--- src/rtl/tx_pkg.sv ---
// Shared constants for the burst transmitter and the receiver correlator reference:
// timing defaults, LFSR taps, per-channel code seeds and the controller state encoding.
package tx_pkg;

    localparam int SAMPLE_DIV_DEF       = 128;
    localparam int SAMPLES_PER_CHIP_DEF = 8;
    localparam int CHIPS_PER_BURST_DEF  = 255;

    // Feedback taps on bits 0,4,5,6 realise x^8+x^6+x^5+x^4+1 for a right-shifting register
    localparam logic [7:0] LFSR_TAPS  = 8'h71;
    localparam logic [7:0] LFSR_RESET = 8'h01;

    // Every entry must stay non-zero: an all-zero LFSR never leaves the zero state
    localparam logic [7:0] CODE_SEED [16] = '{
        8'h01, 8'h03, 8'h07, 8'h0F, 8'h1F, 8'h3F, 8'h7F, 8'hFF,
        8'hFE, 8'hFC, 8'hF8, 8'hF0, 8'hE1, 8'hC3, 8'h87, 8'h5A
    };

    typedef enum logic [1:0] {
        ST_IDLE = 2'd0,
        ST_LOAD = 2'd1,
        ST_TX   = 2'd2,
        ST_DONE = 2'd3
    } tx_state_e;

endpackage

--- src/rtl/tx_lfsr.sv ---
// 8-bit Fibonacci m-sequence generator; chip is the current bit0.
// Seed load has priority over step; both take effect on the next clock edge.
module tx_lfsr
    import tx_pkg::*;
(
    input  logic       ctx_clk,
    input  logic       rst_n,
    input  logic       load,
    input  logic [7:0] seed,
    input  logic       step,
    output logic       chip
);

    logic [7:0] lfsr_q;
    logic [7:0] lfsr_d;

    always_comb begin
        lfsr_d = lfsr_q;
        if (load) begin
            lfsr_d = seed;
        end else if (step) begin
            lfsr_d = {^(lfsr_q & LFSR_TAPS), lfsr_q[7:1]};
        end
    end

    always_ff @(posedge ctx_clk or negedge rst_n) begin
        if (!rst_n) begin
            lfsr_q <= LFSR_RESET;
        end else begin
            lfsr_q <= lfsr_d;
        end
    end

    assign chip = lfsr_q[0];

endmodule

--- src/rtl/tx_burst_modulator.sv ---
// Spread-spectrum burst transmitter: 4-phase carrier (0,+A,0,-A) flipped by an m-sequence chip.
// First strobe 2 enabled cycles after start, then one per SAMPLE_DIV enabled cycles; etx_en low freezes all.
module tx_burst_modulator
    import tx_pkg::*;
#(
    parameter int SAMPLE_DIV       = SAMPLE_DIV_DEF,
    parameter int SAMPLES_PER_CHIP = SAMPLES_PER_CHIP_DEF,
    parameter int CHIPS_PER_BURST  = CHIPS_PER_BURST_DEF
) (
    input  logic               ctx_clk,
    input  logic               rtx_rst,
    input  logic               etx_en,
    input  logic               itx_start,
    input  logic [3:0]         itx_code_id,
    input  logic [14:0]        itx_amplitude,
    output logic signed [15:0] otx_sample,
    output logic               otx_sample_valid,
    output logic               otx_busy,
    output logic               otx_done
);

    localparam int TOTAL = CHIPS_PER_BURST * SAMPLES_PER_CHIP;
    localparam int DIV_W = (SAMPLE_DIV > 1) ? $clog2(SAMPLE_DIV) : 1;
    localparam int SPC_W = (SAMPLES_PER_CHIP > 1) ? $clog2(SAMPLES_PER_CHIP) : 1;
    localparam int IDX_W = $clog2(TOTAL + 1);

    localparam logic [DIV_W-1:0] DIV_LAST = DIV_W'(SAMPLE_DIV - 1);
    localparam logic [SPC_W-1:0] SPC_LAST = SPC_W'(SAMPLES_PER_CHIP - 1);
    localparam logic [IDX_W-1:0] IDX_LAST = IDX_W'(TOTAL - 1);

    // Asynchronous assert, release aligned to ctx_clk after two flops
    logic [1:0] rst_sync_q;
    logic [1:0] rst_sync_d;
    logic       rst_n;

    always_comb rst_sync_d = {rst_sync_q[0], 1'b1};

    always_ff @(posedge ctx_clk or negedge rtx_rst) begin
        if (!rtx_rst) begin
            rst_sync_q <= 2'b00;
        end else begin
            rst_sync_q <= rst_sync_d;
        end
    end

    assign rst_n = rst_sync_q[1];

    tx_state_e          state_q, state_d;
    logic [DIV_W-1:0]   div_q, div_d;
    logic [IDX_W-1:0]   idx_q, idx_d;
    logic [1:0]         car_q, car_d;
    logic [SPC_W-1:0]   spc_q, spc_d;
    logic [14:0]        amp_q, amp_d;
    logic signed [15:0] sample_q, sample_d;

    logic               strobe;
    logic               last;
    logic               lfsr_load;
    logic               lfsr_step;
    logic               chip;
    logic signed [15:0] amp_s;
    logic signed [15:0] base;
    logic signed [15:0] cur_sample;

    assign strobe = (state_q == ST_TX) && etx_en && (div_q == '0);
    assign last   = strobe && (idx_q == IDX_LAST);

    always_ff @(posedge ctx_clk or negedge rst_n) begin
        if (!rst_n) begin
            state_q <= ST_IDLE;
        end else begin
            state_q <= state_d;
        end
    end

    always_comb begin
        state_d = state_q;
        case (state_q)
            ST_IDLE: if (itx_start && etx_en) state_d = ST_LOAD;
            ST_LOAD: if (etx_en)              state_d = ST_TX;
            ST_TX:   if (last)                state_d = ST_DONE;
            ST_DONE: if (etx_en)              state_d = ST_IDLE;
            default:                          state_d = ST_IDLE;
        endcase
    end

    always_comb begin
        otx_busy         = (state_q != ST_IDLE);
        otx_done         = (state_q == ST_DONE) && etx_en;
        otx_sample_valid = strobe;
        otx_sample       = strobe ? cur_sample : sample_q;
    end

    always_comb begin
        amp_s = signed'({1'b0, amp_q});
        case (car_q)
            2'd1:    base = amp_s;
            2'd3:    base = -amp_s;
            default: base = '0;
        endcase
        cur_sample = chip ? base : -base;
    end

    always_comb begin
        div_d     = div_q;
        idx_d     = idx_q;
        car_d     = car_q;
        spc_d     = spc_q;
        amp_d     = amp_q;
        sample_d  = sample_q;
        lfsr_load = 1'b0;
        lfsr_step = 1'b0;
        if (etx_en) begin
            case (state_q)
                ST_LOAD: begin
                    div_d     = '0;
                    idx_d     = '0;
                    car_d     = '0;
                    spc_d     = '0;
                    amp_d     = itx_amplitude;
                    sample_d  = '0;
                    lfsr_load = 1'b1;
                end
                ST_TX: begin
                    div_d = (div_q == DIV_LAST) ? '0 : div_q + DIV_W'(1);
                    if (strobe) begin
                        idx_d    = idx_q + IDX_W'(1);
                        car_d    = car_q + 2'd1;
                        // The held value drops to zero as the burst enters DONE
                        sample_d = last ? '0 : cur_sample;
                        if (spc_q == SPC_LAST) begin
                            spc_d     = '0;
                            lfsr_step = 1'b1;
                        end else begin
                            spc_d = spc_q + SPC_W'(1);
                        end
                    end
                end
                default: ;
            endcase
        end
    end

    always_ff @(posedge ctx_clk or negedge rst_n) begin
        if (!rst_n) begin
            div_q    <= '0;
            idx_q    <= '0;
            car_q    <= '0;
            spc_q    <= '0;
            amp_q    <= '0;
            sample_q <= '0;
        end else begin
            div_q    <= div_d;
            idx_q    <= idx_d;
            car_q    <= car_d;
            spc_q    <= spc_d;
            amp_q    <= amp_d;
            sample_q <= sample_d;
        end
    end

    tx_lfsr u_lfsr (
        .ctx_clk (ctx_clk),
        .rst_n   (rst_n),
        .load    (lfsr_load),
        .seed    (CODE_SEED[itx_code_id]),
        .step    (lfsr_step),
        .chip    (chip)
    );

endmodule

--- config.mk ---
export PLATFORM = sky130hd
export DESIGN_NAME = tx_burst_modulator
export DESIGN_NICKNAME = d
export VERILOG_FILES = /design/src/rtl/tx_pkg.sv /design/src/rtl/tx_lfsr.sv /design/src/rtl/tx_burst_modulator.sv
export SDC_FILE = /design/constraint.sdc
export NUM_CORES = 1
export LEC_CHECK = 0
export ABC_AREA = 1
export BUFFER_PORTS_ARGS = -buffer_cell sky130_fd_sc_hd__clkbuf_2
export CAP_MARGIN = 20
export CORE_MARGIN = 1
export CORE_UTILIZATION = 25
export DETAILED_ROUTE_END_ITERATION = 10
export PLACE_DENSITY = 0.4
export SYNTH_ARGS = -nofsm -noshare
export SYNTH_HDL_FRONTEND = slang
export SYNTH_SLANG_ARGS = --single-unit
--- constraint.sdc ---
create_clock -name ctx_clk -period 6.26 [get_ports ctx_clk]
set_input_delay 0.313 -clock ctx_clk [delete_from_list [all_inputs] [get_ports ctx_clk]]
set_output_delay 0.313 -clock ctx_clk [all_outputs]
set_load 0.05 [all_outputs]
Word-level counts from Yosys, hierarchy flattened
Memory sizes are Yosys's and may differ from the RTL's.
Index checks and enable logic that the tools add are counted.
- $add $sub $neg: 6
- order comparisons: 1
- equality and inequality tests: 13
- multiplexer cells: 30
- bitwise operators: 1
- reductions and logical operators: 15
- operator list (kind ; number):
    16-bit 2-to-1 mux ; 4
    16-bit one-hot mux with 2 select lines ; 2
    8-bit 2-to-1 mux ; 4
    11-bit one-hot mux with 2 select lines ; 1
    15-bit negator with 16-bit output ; 1
    16-bit negator ; 1
    7-bit one-hot mux with 2 select lines ; 1
    11-bit by 1-bit adder with 11-bit output, second input constant ; 1
    11-bit == test, second input constant ; 1
    11-bit 2-to-1 mux ; 1
    2-bit 2-to-1 mux ; 5
    2-bit != test, second input constant ; 5
    2-bit one-hot mux with 4 select lines ; 1
    8-bit XOR reduction ; 1
    7-bit by 1-bit adder with 7-bit output, second input constant ; 1
    7-bit == test, second input constant ; 1
    7-bit logical NOT ; 1
    7-bit 2-to-1 mux ; 1
    2-bit == test, second input constant ; 3
    1-bit 2-to-1 mux ; 6
    3-bit 2-to-1 mux ; 2
    3-bit one-hot mux with 2 select lines ; 1
    2-bit nonzero test ; 3
    5-bit >= comparator, second input constant ; 1
    11 further kinds ; 17
- register bits: 66
- bits in read-only memories: 128
- input port bits: 23
- output and inout port bits: 19
- logic and storage cells: 76
- memories kept: 1
- memory list (name ; depth ; bits a word ; read ports ; clocked after memory_dff ; wr ports ; RTL line ; RTL):
    (name not given) ; 16 ; 8 ; 1 ; 0 ; 0 ; tx_burst_modulator.sv:166 ; .seed (CODE_SEED[itx_code_id]),

Depth between registers and ports, before layout
Gate-level depths: netlist of the first run.
- depth after elaboration: 8
- depth in mapped cells: 17
- mapped depth without buffers: 17

Hierarchy
A second synthesis of the first run with hierarchy kept.
- cells, all modules: 584
- area, all modules: 4262.8 um^2
- modules (own cells, without submodules) (module ; times used ; cells an instance ; area an instance (um^2) ; sequential area each (um^2)):
    tx_burst_modulator ; 1 ; 530 ; 3804.9 ; 1451.4
    tx_lfsr ; 1 ; 54 ; 457.9 ; 201.4

Worst setup path before layout of the first run
OpenSTA, ideal clock, no wires.
- kind: register to output
- start point: reg car_q[1]
- end point: out otx_sample[8]
- data arrival time: 2.771 ns
- required time: 5.947 ns
- setup slack: 3.176 ns
- cell stages (with the launch flop): 15
- buffers on the path: 0
- cell sequence: dfrtp_1 > inv_1 > ha_1 > inv_1 > o21ai_0 > inv_1 > ha_1 > nand3_1 > nor2_2 > nand2_1 > nor2_2 > nand2_1 > nand2_1 > xor2_1 > o21ai_0
- longest elaborated chain between the ends: 5
- elaborated cells on any way between the ends: 6
- classes of those cells: add/sub (1); eq/ne (2); mux (3)
- RTL lines (what ; RTL line ; RTL):
    start: declaration ; tx_burst_modulator.sv:51 ; logic [1:0] car_q, car_d;
    start signal: assignment ; tx_burst_modulator.sv:155 ; car_q <= car_d;
    2-bit == test / 2-bit by 1-bit == test with 1-bit output (equally long branches) ; tx_burst_modulator.sv:96 ; case (car_q)
    16-bit one-hot mux with 2 select lines (*) ; tx_burst_modulator.sv:96 ;
    16-bit negator ; tx_burst_modulator.sv:101 ; cur_sample = chip ? base : -base;
    16-bit 2-to-1 mux (*) ; tx_burst_modulator.sv:101 ;
    16-bit 2-to-1 mux (*) ; tx_burst_modulator.sv:91 ; otx_sample = strobe ? cur_sample : sample_q;
    end: declaration ; tx_burst_modulator.sv:16 ; output logic signed [15:0] otx_sample,
Mark *: on every way between the ends. The rest lies on a longest branch, timed or not.

Worst setup path after layout of the first run
- start point: reg state_q[0]
- end point: out otx_sample[1]
- longest elaborated chain between the ends: 4
- RTL lines (what ; RTL line ; RTL):
    start: declaration ; tx_burst_modulator.sv:48 ; tx_state_e state_q, state_d;
    start signal: assignment ; tx_burst_modulator.sv:72 ; state_q <= state_d;
    2-bit == test ; tx_burst_modulator.sv:65 ; assign strobe = (state_q == ST_TX) && etx_en && (div_q == '0);
    1-bit logical AND (2 in series) ; tx_burst_modulator.sv:65 ;
    16-bit 2-to-1 mux ; tx_burst_modulator.sv:91 ;
No other way between the ends.

==> results of run 1 <==
## registers in the layout, summed over array words and instances, names as in the netlist
signal / cells
sample_q: 16
amp_q: 15
idx_q: 11
u_lfsr.lfsr_q: 8
div_q: 7
spc_q: 3
car_q: 2
rst_sync_q: 2
state_q: 2
## power by group through the flow
stage	clock network, mW	logic, mW	registers (mW)
after CTS	0.554	1.61	0.703
after global placement	0	1.59	0.709
after detailed placement	0	1.60	0.710
after global routing	0.571	1.80	0.724
after floorplan	0	1.28	0.678
final	0.535	1.59	0.703
## worst max-delay path: cells and delay by family, from the launching register on
kind | cells | cell delay, ns
and+or+nand+nor | 2 | 0.28
buffers and inverters | 5 | 1.25
DFF | 1 | 0.40
adders and majority gates | 1 | 0.43
AOI/OAI and AO/OA | 2 | 0.43
## layout make-up
type | count | share of cell area [%]
sequential | 66 | 33.44
multi-input combinational | 437 | 44.83
clock buffer | 16 | 6.501
inverter | 66 | 5.009
timing repair buffer | 44 | 4.655
tap | 220 | 5.565
## routing by layer
layer | track usage [%] | up-vias | routed length, µm
met1 | 20.21 | 1687 | 5926
met2 | 17.90 | 64 | 4219
met5 | 0 | - | 0
li1 | - | 1969 | -
met3 | 2.276 | 12 | 348
met4 | 6.202 | 0 | 206
## final timing paths
| path | startpoint | to |
|---|---|---|
| max in group asynchronous | rst_sync_q[1] | sample_q[13] |
| min in group asynchronous | rtx_rst | rst_sync_q[0] |
| worst min-delay path | itx_amplitude[11] | amp_q[11] |
| worst max register to register | state_q[0] | idx_q[10] |
| worst min register to register | rst_sync_q[0] | rst_sync_q[1] |
| worst max-delay path | state_q[0] | otx_sample[1] |
## cells by family (layout without fill, tap and decap cells)
group / Yosys count / after routing / synth area share, %
other: 1 / 1 / 0.08923
buffers and inverters: 83 / 126 / 7.919
adders and majority gates: 14 / 14 / 4.168
and+or+nand+nor: 300 / 300 / 31.41
DFF: 66 / 66 / 39.33
AOI/OAI and AO/OA: 109 / 109 / 14.38
xor gates and xnor gates: 13 / 13 / 2.709
## metrics by stage
stage / area, µm² / power [mW] / std cells / utilization, % / hold slack (ns)
2_1_floorplan: 4203 / 1.954 / 586 / - / 0.01741
3_3_place_gp: 4614 / 2.302 / 832 / 27.92 / 0.09880
3_5_place_dp: 4614 / 2.308 / 832 / 27.92 / 0.09964
4_1_cts: 4946 / 2.862 / 849 / 29.93 / 0.1559
5_1_grt: 4946 / 3.094 / 849 / 29.93 / 0.1694
6_report: 4946 / 2.829 / 849 / 29.93 / 0.1698
## repair_timing
action / 4_1_cts / 5_1_grt
hold endpoints to repair: 2 / 0
resized for setup: 0 / 0
setup endpoints to repair: 0 / 0
buffers inserted: 0 / 0
hold buffers: 1 / 0
## layout by cell type, fill, tap and decap left out, types with 2 or more instances in the layout
cell type,synthesis,routed
sky130_fd_sc_hd__clkbuf_16,0,9
sky130_fd_sc_hd__inv_1,62,62
sky130_fd_sc_hd__nand3_2,2,2
sky130_fd_sc_hd__clkbuf_8,0,7
sky130_fd_sc_hd__nand3_1,36,36
sky130_fd_sc_hd__nand2_2,7,7
sky130_fd_sc_hd__xor2_1,9,9
sky130_fd_sc_hd__nor2_2,8,8
sky130_fd_sc_hd__o211ai_1,2,2
sky130_fd_sc_hd__o21ai_1,6,6
sky130_fd_sc_hd__o22ai_1,5,5
sky130_fd_sc_hd__nand4_1,5,5
sky130_fd_sc_hd__o21ai_2,4,4
sky130_fd_sc_hd__o21ai_0,59,59
sky130_fd_sc_hd__dfrtp_1,65,64
sky130_fd_sc_hd__nor2_1,53,53
sky130_fd_sc_hd__a211oi_1,2,2
sky130_fd_sc_hd__buf_4,4,2
sky130_fd_sc_hd__xnor2_1,4,4
sky130_fd_sc_hd__nand2_1,169,169
sky130_fd_sc_hd__nand3b_1,3,3
sky130_fd_sc_hd__inv_2,4,4
sky130_fd_sc_hd__ha_1,14,14
sky130_fd_sc_hd__clkbuf_2,0,41
sky130_fd_sc_hd__nor2_4,5,5
sky130_fd_sc_hd__a31oi_1,2,2
sky130_fd_sc_hd__o31ai_1,2,2
sky130_fd_sc_hd__nor3_1,8,8
sky130_fd_sc_hd__a21oi_1,21,21
==> flow_summary.html, run 1 <==
<table>
<tr><th>Metric</th><th>Value</th></tr>
<tr><th colspan="2">Synth</th></tr>
<tr><td>Synth top area share</td><td>38.70%</td></tr>
<tr><td>Proportion of synthesized chip area in sequential cells</td><td>39.33%</td></tr>
<tr><td>Post-synth EDFFs</td><td>0</td></tr>
<tr><td>Largest cells by area after synthesis</td><td>sky130_fd_sc_hd__dfrtp_1 39%, sky130_fd_sc_hd__nand2_1 15%, sky130_fd_sc_hd__o21ai_0 7.0%, sky130_fd_sc_hd__inv_1 5.5%, sky130_fd_sc_hd__nor2_1 4.7%</td></tr>
<tr><td>Ys flop type</td><td>sky130_fd_sc_hd__dfrtp_1</td></tr>
<tr><td>Synth top cells by count</td><td>169 x sky130_fd_sc_hd__nand2_1, 65 x sky130_fd_sc_hd__dfrtp_1, 62 x sky130_fd_sc_hd__inv_1</td></tr>
<tr><td>Post-synthesis instance total</td><td>586</td></tr>
<tr><td>Post-synthesis instance area</td><td>0.004203 mm²</td></tr>
<tr><td>Cell with the most instances after synthesis</td><td>sky130_fd_sc_hd__nand2_1</td></tr>
<tr><td>Ys Warns</td><td>0</td></tr>
<tr><td>Proportion of synthesized flip-flops having asynchronous set or reset</td><td>100.0%</td></tr>
<tr><td>Top cell type by total area after synthesis</td><td>sky130_fd_sc_hd__dfrtp_1</td></tr>
<tr><td>Net count of the mapped netlist</td><td>623</td></tr>
<tr><td>Per-instance average area after synthesis</td><td>7.172 µm²</td></tr>
<tr><td>Library cells used by synthesis</td><td>41</td></tr>
<tr><td>Number of storage elements in the synthesis netlist</td><td>66</td></tr>
<tr><th colspan="2">Worst setup path</th></tr>
<tr><td>Endpoint kind of the worst setup timing path</td><td>primary output</td></tr>
<tr><td>Number of cell instances on the worst register-to-register path</td><td>12</td></tr>
<tr><td>Req. time, crit path</td><td>5.95 ns</td></tr>
<tr><td>WS Path Type</td><td>reg -&gt; out</td></tr>
<tr><td>Data arrival, critical path</td><td>3.15 ns</td></tr>
<tr><td>Chain of cells forming the critical path</td><td>inv_1 &gt; ha_1 &gt; inv_2 &gt; nor4_2 &gt; nand2_1 &gt; buf_4 &gt; inv_1 &gt; o211ai_1 &gt; o21ai_0 &gt; clkbuf_2</td></tr>
<tr><td>Slowest stage cell on the critical path</td><td>sky130_fd_sc_hd__ha_1</td></tr>
<tr><td>Worst-case register-to-register setup slack</td><td>3.38 ns</td></tr>
<tr><td>Maximum fanout along the worst path</td><td>30</td></tr>
<tr><td>Worst stage delay on the critical path</td><td>0.43 ns</td></tr>
<tr><td>Most prevalent standard cell on the critical path</td><td>sky130_fd_sc_hd__inv_1</td></tr>
<tr><td>Category of the worst setup path launch point</td><td>flip-flop</td></tr>
<tr><th colspan="2">STA</th></tr>
<tr><td>Slew at the pin closest to its max-slew limit</td><td>0.9806 ns</td></tr>
<tr><td>Fin crit share</td><td>55.24%</td></tr>
<tr><td>Fmax</td><td>289.2 MHz</td></tr>
<tr><td>Final-layout setup total negative slack</td><td>0 ns</td></tr>
<tr><td>Worst rel slew slack</td><td>34.56%</td></tr>
<tr><td>Final worst clock skew</td><td>0.006735 ns</td></tr>
<tr><td>Endpoints failing hold</td><td>0</td></tr>
<tr><td>Worst setup margin</td><td>2.802 ns</td></tr>
<tr><td>Unrepaired setup endpoints after global routing</td><td>no</td></tr>
<tr><td>Number of max-slew violations in the final report</td><td>0</td></tr>
<tr><td># setup viols final</td><td>0</td></tr>
<tr><td>Final worst path period need</td><td>3.458 ns</td></tr>
<tr><th colspan="2">Cells and area</th></tr>
<tr><td>Filler cells</td><td>1,815</td></tr>
<tr><td>Antenna cells</td><td>0</td></tr>
<tr><td>Reg area</td><td>0.001654 mm²</td></tr>
<tr><td>Combined area of the multi-input logic cells</td><td>0.002217 mm²</td></tr>
<tr><td>Final Net Count</td><td>661</td></tr>
<tr><td>Layout cells sized above 1</td><td>15.10%</td></tr>
<tr><td>Layout overhead on the synthesized area</td><td>17.68%</td></tr>
<tr><th colspan="2">Power</th></tr>
<tr><td>Fraction of power spent switching nets</td><td>51.00%</td></tr>
<tr><td>Leakage power figure</td><td>2.401 nW</td></tr>
<tr><td>Logic pwr share</td><td>56.3%</td></tr>
<tr><td>Register share of total power</td><td>24.8%</td></tr>
<tr><td>Net load switching power</td><td>1.443 mW</td></tr>
<tr><td>Clock share of power</td><td>18.9%</td></tr>
<tr><td>Internal power consumption</td><td>1.386 mW</td></tr>
<tr><td>Power density cells</td><td>571.9 mW/mm²</td></tr>
<tr><td>IR drop worst, VDD</td><td>164.8 µV</td></tr>
<tr><th colspan="2">Place</th></tr>
<tr><td>Number of port buffers</td><td>41</td></tr>
<tr><td>Pre-CTS setup slack</td><td>3.090 ns</td></tr>
<tr><td>RePlAce Congestion</td><td>0.8210</td></tr>
<tr><td>Post-DP HPWL</td><td>7.795 mm</td></tr>
<tr><th colspan="2">Floorplan</th></tr>
<tr><td>Horizontal die dimension</td><td>131.7 µm</td></tr>
<tr><td>Row count</td><td>47</td></tr>
<tr><td>Placeable Area</td><td>0.01652 mm²</td></tr>
<tr><td>Top-Level Pins</td><td>42</td></tr>
<tr><td>Die footprint</td><td>0.01733 mm²</td></tr>
<tr><td>Effective utilization at floorplan</td><td>25.43%</td></tr>
<tr><td>Die height</td><td>131.7 µm</td></tr>
<tr><th colspan="2">Clocking</th></tr>
<tr><td>Clock sink count</td><td>66</td></tr>
<tr><td>Clock latency on the worst-skew pair</td><td>0.34 ns</td></tr>
<tr><td>Clock tree buffer depth</td><td>2</td></tr>
<tr><td>Clock tree from TritonCTS</td><td>done</td></tr>
<tr><td>Number of levels the H-tree was split into</td><td>3</td></tr>
<tr><td>Clock root buffer master</td><td>sky130_fd_sc_hd__clkbuf_16</td></tr>
<tr><td>Number of CTS-inserted buffers</td><td>9</td></tr>
<tr><td>CTS clock-pin slew for the worst setup and hold paths</td><td>0.05 ns</td></tr>
<tr><th colspan="2">Drt</th></tr>
<tr><td>DRC viols</td><td>0</td></tr>
<tr><td>Vias after detailed routing</td><td>3,732</td></tr>
<tr><td>Post-DR wirelength/cell</td><td>12.60 µm</td></tr>
<tr><td>Detailed Routing Iterations Pass 1</td><td>5</td></tr>
<tr><td>Total wirelength of the detailed-routed design</td><td>10.70 mm</td></tr>
<tr><td>Post-DR vias/cell</td><td>4.396</td></tr>
<tr><td>Remaining antenna violation count after routing</td><td>0</td></tr>
<tr><td>Detailed router's first-iteration violation count</td><td>166</td></tr>
<tr><th colspan="2">GRT</th></tr>
<tr><td>Vias in the first global route</td><td>3,498</td></tr>
<tr><td>Wire length of the first global-routing pass</td><td>18.15 mm</td></tr>
<tr><td>Number of antenna violations at the first check in global routing</td><td>0</td></tr>
<tr><td>Combined global-route utilization of all metal layers</td><td>13.32%</td></tr>
<tr><td>Gr ovfl total</td><td>0</td></tr>
<tr><td>Largest net degree at the start of global routing</td><td>65</td></tr>
<tr><th colspan="2">Run status</th></tr>
<tr><td>Status</td><td>completed</td></tr>
<tr><th colspan="2">Worst hold path</th></tr>
<tr><td>Number of cells on the worst hold path</td><td>3</td></tr>
<tr><td>Hold/Removal Path Class</td><td>in -&gt; reg</td></tr>
<tr><th colspan="2">Flow run</th></tr>
<tr><td>Max Cap Violations</td><td>0</td></tr>
</table>
Power figures use the tool's default switching activity.
==> inputs of run 2 (changes only) <==
Clock period 6.26 ns to 3.6 ns, I/O delays scaled along.
==> run 2 against run 1 <==
Net effect:
- worst setup slack got worse by 2.4 ns
- combinational power rose by 74%
- sequential cell count unchanged
- design area decreased by 0.25%
- register-to-register slack got worse by 2.3 ns
==> flow_summary.html, run 2 (same netlist as run 1, synthesis figures left out) <==
<table>
<tr><th>Metric</th><th>Value</th></tr>
<tr><th colspan="2">Worst hold path</th></tr>
<tr><td>Startpoint of the most critical hold path</td><td>itx_amplitude[11]</td></tr>
<tr><td>Hold/Removal Path Class</td><td>in -&gt; reg</td></tr>
<tr><th colspan="2">GRT</th></tr>
<tr><td>Wire length of the first global-routing pass</td><td>18.28 mm</td></tr>
<tr><td>Vias in the first global route</td><td>3,634</td></tr>
<tr><td>Largest net degree at the start of global routing</td><td>50</td></tr>
<tr><td>Combined global-route utilization of all metal layers</td><td>13.22%</td></tr>
<tr><td>Gr ovfl total</td><td>0</td></tr>
<tr><td>Number of antenna violations at the first check in global routing</td><td>0</td></tr>
<tr><th colspan="2">Worst setup path</th></tr>
<tr><td>Beginning of the critical path</td><td>car_q[1]</td></tr>
<tr><td>Endpoint kind of the worst setup timing path</td><td>primary output</td></tr>
<tr><td>WS Path Type</td><td>reg -&gt; out</td></tr>
<tr><td>Data arrival, critical path</td><td>3.06 ns</td></tr>
<tr><td>Maximum fanout along the worst path</td><td>14</td></tr>
<tr><td>Worst reg2reg startpoint</td><td>state_q[1]</td></tr>
<tr><td>Category of the worst setup path launch point</td><td>flip-flop</td></tr>
<tr><td>Req. time, crit path</td><td>3.42 ns</td></tr>
<tr><th colspan="2">Clocking</th></tr>
<tr><td>Number of gates resized after CTS</td><td>0</td></tr>
<tr><td>Clock latency on the worst-skew pair</td><td>0.34 ns</td></tr>
<tr><td>Clock tree buffer depth</td><td>2</td></tr>
<tr><td>Clock tree from TritonCTS</td><td>done</td></tr>
<tr><td>Post-CTS setup buffer count</td><td>0</td></tr>
<tr><td>CTS clock-pin slew for the worst setup and hold paths</td><td>0.05 ns</td></tr>
<tr><td>Total of hold buffers inserted after clock tree synthesis</td><td>1</td></tr>
<tr><td>Number of levels the H-tree was split into</td><td>3</td></tr>
<tr><td>Clock root buffer master</td><td>sky130_fd_sc_hd__clkbuf_16</td></tr>
<tr><td>Number of CTS-inserted buffers</td><td>9</td></tr>
<tr><td>Clock sink count</td><td>66</td></tr>
<tr><th colspan="2">Floorplan</th></tr>
<tr><td>Die footprint</td><td>0.01733 mm²</td></tr>
<tr><td>Die height</td><td>131.7 µm</td></tr>
<tr><td>Horizontal die dimension</td><td>131.7 µm</td></tr>
<tr><td>Row count</td><td>47</td></tr>
<tr><td>Effective utilization at floorplan</td><td>25.43%</td></tr>
<tr><td>Top-Level Pins</td><td>42</td></tr>
<tr><td>Placeable Area</td><td>0.01652 mm²</td></tr>
<tr><th colspan="2">Place</th></tr>
<tr><td>Number of port buffers</td><td>41</td></tr>
<tr><td>RePlAce Congestion</td><td>0.8158</td></tr>
<tr><td>Post-DP HPWL</td><td>8.061 mm</td></tr>
<tr><th colspan="2">Cells and area</th></tr>
<tr><td>Leading cell types in the layout, fill and taps excluded</td><td>169 x sky130_fd_sc_hd__nand2_1, 64 x sky130_fd_sc_hd__dfrtp_1, 62 x sky130_fd_sc_hd__inv_1, 59 x sky130_fd_sc_hd__o21ai_0, 53 x sky130_fd_sc_hd__nor2_1</td></tr>
<tr><td>Most common cell after layout, fill and taps aside</td><td>sky130_fd_sc_hd__nand2_1</td></tr>
<tr><td>Registers with the highest flip-flop counts</td><td>sample_q (16), amp_q (15), idx_q (11)</td></tr>
<tr><td>Combined area of the multi-input logic cells</td><td>0.002217 mm²</td></tr>
<tr><td>Final Net Count</td><td>664</td></tr>
<tr><td>Layout cells sized above 1</td><td>15.06%</td></tr>
<tr><td>Antenna cells</td><td>0</td></tr>
<tr><td>Reg area</td><td>0.001654 mm²</td></tr>
<tr><td>Final standard cell utilization of the core</td><td>29.86%</td></tr>
<tr><td>Largest register FFs</td><td>16</td></tr>
<tr><td>Largest register by flop count</td><td>sample_q</td></tr>
<tr><td>Filler cells</td><td>1,805</td></tr>
<tr><td>Layout overhead on the synthesized area</td><td>17.39%</td></tr>
<tr><th colspan="2">STA</th></tr>
<tr><td>Worst rel slew slack</td><td>55.96%</td></tr>
<tr><td>Endpoints failing hold</td><td>0</td></tr>
<tr><td>Fmax</td><td>308.3 MHz</td></tr>
<tr><td>Unrepaired setup endpoints after global routing</td><td>no</td></tr>
<tr><td>Final worst path period need</td><td>3.243 ns</td></tr>
<tr><td>Number of max-slew violations in the final report</td><td>0</td></tr>
<tr><td>Fin crit share</td><td>90.09%</td></tr>
<tr><td>Final-layout setup total negative slack</td><td>0 ns</td></tr>
<tr><td># setup viols final</td><td>0</td></tr>
<tr><td>Slew at the pin closest to its max-slew limit</td><td>0.6606 ns</td></tr>
<tr><td>Final worst clock skew</td><td>0.006494 ns</td></tr>
<tr><th colspan="2">Drt</th></tr>
<tr><td>Detailed router's first-iteration violation count</td><td>200</td></tr>
<tr><td>Vias after detailed routing</td><td>3,785</td></tr>
<tr><td>Remaining antenna violation count after routing</td><td>0</td></tr>
<tr><td>Total wirelength of the detailed-routed design</td><td>10.62 mm</td></tr>
<tr><td>Post-DR vias/cell</td><td>4.448</td></tr>
<tr><td>Detailed Routing Iterations Pass 1</td><td>5</td></tr>
<tr><td>Post-DR wirelength/cell</td><td>12.48 µm</td></tr>
<tr><td>DRC viols</td><td>0</td></tr>
<tr><th colspan="2">Flow run</th></tr>
<tr><td>Max Cap Violations</td><td>0</td></tr>
<tr><th colspan="2">Power</th></tr>
<tr><td>IR drop worst, VDD</td><td>311.5 µV</td></tr>
<tr><td>Leakage power figure</td><td>2.398 nW</td></tr>
<tr><td>Power density cells</td><td>985.7 mW/mm²</td></tr>
<tr><th colspan="2">Run status</th></tr>
<tr><td>Status</td><td>completed</td></tr>
</table>
==> run 2: cell count changes in the layout (fill, tap and decap cells not counted) <==
| cell | change |
|---|---|
| sky130_fd_sc_hd__clkinv_2 | +2 |
| sky130_fd_sc_hd__bufinv_16 | +1 |
| sky130_fd_sc_hd__clkbuf_8 | -6 |
| sky130_fd_sc_hd__clkbuf_1 | +2 |
| sky130_fd_sc_hd__buf_4 | +3 |
==> run 2: layer usage <==
layer / track usage, % / routed length [µm] / vias up
met2: 18.46 / 4359 / 73
met3: 2.083 / 295 / 15
met4: 6.395 / 213 / 0
li1: - / - / 1978
met5: 0 / 0 / -
met1: 19.53 / 5753 / 1719
==> run 2: layout make-up <==
class,count,area share [%]
clock buffer,12,4.996
clock inverter,3,0.8116
inverter,66,5.022
multi-input combinational,437,44.94
sequential,66,33.53
tap,220,5.580
timing repair buffer,47,5.123
==> run 2: per-stage QoR <==
step | std cells | area, µm² | setup WS, ns | power, mW | hold slack, ns
floorplan | 586 | 4203 | 0.6488 | 3.398 | -0.1156
global placement | 835 | 4637 | 0.7737 | 4.011 | -0.03415
detailed placement | 835 | 4637 | 0.6920 | 4.029 | -0.03097
CTS | 851 | 4933 | 0.3081 | 4.933 | 0.02725
global route | 851 | 4933 | 0.03729 | 5.332 | 0.04420
finish | 851 | 4933 | 0.3567 | 4.863 | 0.03583
==> run 2: where the power goes <==
part	leakage, nW	internal (mW)	switching (mW)
logic	1.40	0.817	1.95
registers	0.852	1.01	0.222
clock network	0.142	0.549	0.319
==> run 2: worst paths after layout <==
kind / cells past startpoint / endpoint / slack (ns)
worst min register to register: 0 / div_q[1] / 0.18
worst max register to register: 12 / idx_q[10] / 1.06
max in group asynchronous: 1 / amp_q[14] / 2.43
worst max-delay path: 17 / otx_sample[10] / 0.36
min in group asynchronous: 2 / rst_sync_q[0] / 0.16
worst min-delay path: 3 / amp_q[11] / 0.04
==> run 2: critical path: stages, from the launching register on <==
cell and delay [ns]:
sky130_fd_sc_hd__dfrtp_1 0.37, sky130_fd_sc_hd__inv_1 0.07, sky130_fd_sc_hd__ha_1 0.45, sky130_fd_sc_hd__inv_1 0.14
sky130_fd_sc_hd__o21ai_0 0.21, sky130_fd_sc_hd__inv_1 0.10, sky130_fd_sc_hd__ha_1 0.22, sky130_fd_sc_hd__nand3_1 0.10
sky130_fd_sc_hd__nor2_2 0.05, sky130_fd_sc_hd__nand2_1 0.07, sky130_fd_sc_hd__nor2_2 0.04, sky130_fd_sc_hd__nand2_1 0.10
sky130_fd_sc_hd__nand2_1 0.08, sky130_fd_sc_hd__nand2_1 0.11, sky130_fd_sc_hd__xor2_1 0.20, sky130_fd_sc_hd__nand2_1 0.07
sky130_fd_sc_hd__nand2_1 0.07, sky130_fd_sc_hd__clkbuf_2 0.27
==> inputs of run 3 (changes only) <==
Settings changed: CORE_UTILIZATION 25 to 55, PLACE_DENSITY 0.4 to 0.75.
==> run 3 against run 2 <==
Net effect:
- worst setup slack worse by 0.0044 ns
- via count is 0.58% higher
- register-to-register slack worse by 0.22 ns
- combinational power is 1% lower
- clock power is 28% lower
- maximum frequency is 0.13% lower
- critical path depth stayed put
- sequential cell count stayed put
- die area is 54% lower
- global-route usage is 11 points higher
- sequential power hardly changed
==> flow_summary.html, run 3 (same netlist as run 1, synthesis figures left out) <==
<table>
<tr><th>Metric</th><th>Value</th></tr>
<tr><th colspan="2">Floorplan</th></tr>
<tr><td>Effective utilization at floorplan</td><td>57.33%</td></tr>
<tr><td>Die footprint</td><td>0.007995 mm²</td></tr>
<tr><td>Die height</td><td>89.42 µm</td></tr>
<tr><td>Horizontal die dimension</td><td>89.42 µm</td></tr>
<tr><td>Top-Level Pins</td><td>42</td></tr>
<tr><td>Row count</td><td>31</td></tr>
<tr><td>Placeable Area</td><td>0.007331 mm²</td></tr>
<tr><th colspan="2">Place</th></tr>
<tr><td>Cell total after placement</td><td>712</td></tr>
<tr><td>Number of port buffers</td><td>41</td></tr>
<tr><td>Pre-CTS setup slack</td><td>0.7184 ns</td></tr>
<tr><td>RePlAce Congestion</td><td>0.9573</td></tr>
<tr><td>Post-DP HPWL</td><td>6.868 mm</td></tr>
<tr><td>Placed cell areas</td><td>0.004471 mm²</td></tr>
<tr><th colspan="2">Clocking</th></tr>
<tr><td>Clock sink count</td><td>66</td></tr>
<tr><td>Number of levels the H-tree was split into</td><td>3</td></tr>
<tr><td>Clock latency on the worst-skew pair</td><td>0.34 ns</td></tr>
<tr><td>Clock root buffer master</td><td>sky130_fd_sc_hd__clkbuf_8</td></tr>
<tr><td>CTS clock-pin slew for the worst setup and hold paths</td><td>0.07 ns</td></tr>
<tr><td>Clock tree from TritonCTS</td><td>done</td></tr>
<tr><td>Clock tree buffer depth</td><td>2</td></tr>
<tr><td>Number of CTS-inserted buffers</td><td>9</td></tr>
<tr><td>Post-CTS setup buffer count</td><td>0</td></tr>
<tr><th colspan="2">Cells and area</th></tr>
<tr><td>Layout cells sized above 1</td><td>15.08%</td></tr>
<tr><td>Largest register by flop count</td><td>sample_q</td></tr>
<tr><td>Layout overhead on the synthesized area</td><td>11.28%</td></tr>
<tr><td>Filler cells</td><td>656</td></tr>
<tr><td>Final Net Count</td><td>662</td></tr>
<tr><td>Antenna cells</td><td>0</td></tr>
<tr><td>Registers with the highest flip-flop counts</td><td>sample_q (16), amp_q (15), idx_q (11)</td></tr>
<tr><td>Leading cell types in the layout, fill and taps excluded</td><td>169 x sky130_fd_sc_hd__nand2_1, 64 x sky130_fd_sc_hd__dfrtp_1, 62 x sky130_fd_sc_hd__inv_1, 59 x sky130_fd_sc_hd__o21ai_0, 53 x sky130_fd_sc_hd__nor2_1</td></tr>
<tr><td>Largest register FFs</td><td>16</td></tr>
<tr><td>Non-filler cells, final</td><td>729</td></tr>
<tr><td>Final standard cell utilization of the core</td><td>63.80%</td></tr>
<tr><td>Post-route design area</td><td>0.004677 mm²</td></tr>
<tr><td>Most common cell after layout, fill and taps aside</td><td>sky130_fd_sc_hd__nand2_1</td></tr>
<tr><th colspan="2">Power</th></tr>
<tr><td>IR drop worst, VDD</td><td>434.6 µV</td></tr>
<tr><td>Leakage power figure</td><td>2.340 nW</td></tr>
<tr><td>Power density cells</td><td>979.2 mW/mm²</td></tr>
<tr><td>PnR Total Power</td><td>4.580 mW</td></tr>
<tr><th colspan="2">STA</th></tr>
<tr><td>Final worst clock skew</td><td>0.009436 ns</td></tr>
<tr><td>Fin crit share</td><td>90.21%</td></tr>
<tr><td># setup viols final</td><td>0</td></tr>
<tr><td>Endpoints failing hold</td><td>0</td></tr>
<tr><td>Hold Slack</td><td>0.03742 ns</td></tr>
<tr><td>Final worst path period need</td><td>3.248 ns</td></tr>
<tr><td>Slew at the pin closest to its max-slew limit</td><td>0.9513 ns</td></tr>
<tr><td>Number of max-slew violations in the final report</td><td>0</td></tr>
<tr><td>Worst setup margin</td><td>0.3523 ns</td></tr>
<tr><td>Fmax</td><td>307.9 MHz</td></tr>
<tr><td>Final-layout setup total negative slack</td><td>0 ns</td></tr>
<tr><td>Worst rel slew slack</td><td>36.58%</td></tr>
<tr><td>Unrepaired setup endpoints after global routing</td><td>no</td></tr>
<tr><th colspan="2">Drt</th></tr>
<tr><td>Detailed router's first-iteration violation count</td><td>241</td></tr>
<tr><td>DRC viols</td><td>0</td></tr>
<tr><td>Remaining antenna violation count after routing</td><td>0</td></tr>
<tr><td>Post-DR vias/cell</td><td>5.222</td></tr>
<tr><td>Vias after detailed routing</td><td>3,807</td></tr>
<tr><td>Total wirelength of the detailed-routed design</td><td>9.167 mm</td></tr>
<tr><td>Detailed Routing Iterations Pass 1</td><td>4</td></tr>
<tr><td>Post-DR wirelength/cell</td><td>12.57 µm</td></tr>
<tr><th colspan="2">Worst setup path</th></tr>
<tr><td>Data arrival, critical path</td><td>3.07 ns</td></tr>
<tr><td>Family with the most delay on the worst path</td><td>simple AND/OR/NAND/NOR gates</td></tr>
<tr><td>Maximum fanout along the worst path</td><td>14</td></tr>
<tr><td>Number of gates on the worst path with buffers counted</td><td>17</td></tr>
<tr><td>WS Path Type</td><td>reg -&gt; out</td></tr>
<tr><td>Chain of cells forming the critical path</td><td>inv_1 &gt; ha_1 &gt; inv_1 &gt; o21ai_0 &gt; inv_1 &gt; ha_1 &gt; nand3_1 &gt; nor2_2 &gt; nand2_1 &gt; nor2_2 &gt; nand2_1 &gt; nand2_1 &gt; nand2_1 &gt; xor2_1 &gt; nand2_1 &gt; nand2_1 &gt; clkbuf_2</td></tr>
<tr><td>Number of cell instances on the worst register-to-register path</td><td>12</td></tr>
<tr><td>Slowest stage cell on the critical path</td><td>sky130_fd_sc_hd__ha_1</td></tr>
<tr><td>Most prevalent standard cell on the critical path</td><td>sky130_fd_sc_hd__nand2_1</td></tr>
<tr><td>Worst stage delay on the critical path</td><td>0.43 ns</td></tr>
<tr><td>Category of the worst setup path launch point</td><td>flip-flop</td></tr>
<tr><td>Endpoint kind of the worst setup timing path</td><td>primary output</td></tr>
<tr><td>Bufs and invs on worst path</td><td>4</td></tr>
<tr><td>Req. time, crit path</td><td>3.42 ns</td></tr>
<tr><th colspan="2">GRT</th></tr>
<tr><td>Largest net degree at the start of global routing</td><td>45</td></tr>
<tr><td>Combined global-route utilization of all metal layers</td><td>24.23%</td></tr>
<tr><td>Vias in the first global route</td><td>3,334</td></tr>
<tr><td>Number of antenna violations at the first check in global routing</td><td>0</td></tr>
<tr><td>Gr ovfl total</td><td>0</td></tr>
<tr><td>Wire length of the first global-routing pass</td><td>14.81 mm</td></tr>
<tr><th colspan="2">Flow run</th></tr>
<tr><td>Max Cap Violations</td><td>0</td></tr>
<tr><th colspan="2">Run status</th></tr>
<tr><td>Status</td><td>completed</td></tr>
<tr><th colspan="2">Worst hold path</th></tr>
<tr><td>Number of cells on the worst hold path</td><td>3</td></tr>
<tr><td>Hold/Removal Path Class</td><td>in -&gt; reg</td></tr>
</table>
## run 3: cell count changes in the layout (fill, tap and decap cells not counted), sizes merged
cell	delta
buf	-2
clkinvlp	+2
clkbuf	-1
## run 3: worst paths after layout
check | start | endpoint | slack [ns]
setup / recovery | car_q[1] | otx_sample[10] | 0.35
hold / removal | itx_amplitude[8] | amp_q[8] | 0.04
setup reg to reg | state_q[0] | idx_q[10] | 0.84
hold reg to reg | rst_sync_q[0] | rst_sync_q[1] | 0.37
max in group asynchronous | rst_sync_q[1] | idx_q[1] | 2.32
min in group asynchronous | rtx_rst | rst_sync_q[1] | 0.16
## run 3: area by class of cell
type	count	area, µm²	share of cell area, %
clock buffer	11	141.4	3.023
clock inverter	5	55.05	1.177
inverter	66	247.7	5.297
multi-input combinational	437	2217	47.41
sequential	66	1654	35.37
tap	99	123.9	2.648
timing repair buffer	45	237.7	5.083
## run 3: layer usage
layer | wire (µm) | track usage [%] | vias to the layer above
met2 | 4115 | 37.89 | 69
met3 | 286 | 3.324 | 8
met4 | 87 | 8.081 | 0
li1 | - | - | 1963
met1 | 4677 | 34.70 | 1767
met5 | 0 | 0 | -
## run 3: power by group
part,switching [mW],internal (mW),total [mW]
combinational,1.92,0.803,2.72
clock,0.288,0.337,0.625
sequential,0.227,1.01,1.24
## run 3: worst register-to-register path, delay by kind of cell, from the launching register on
family | cells | cell delay (ns)
adders and majority gates | 1 | 0.41
DFF | 1 | 0.41
buffers and inverters | 3 | 0.46
and+or+nand+nor | 8 | 1.36
## run 3: what timing repair did
action,in CTS,in global routing
setup endpoints to repair,0,0
gates resized for setup,0,0
hold buffers,1,0
endpoints found under the hold margin,2,0
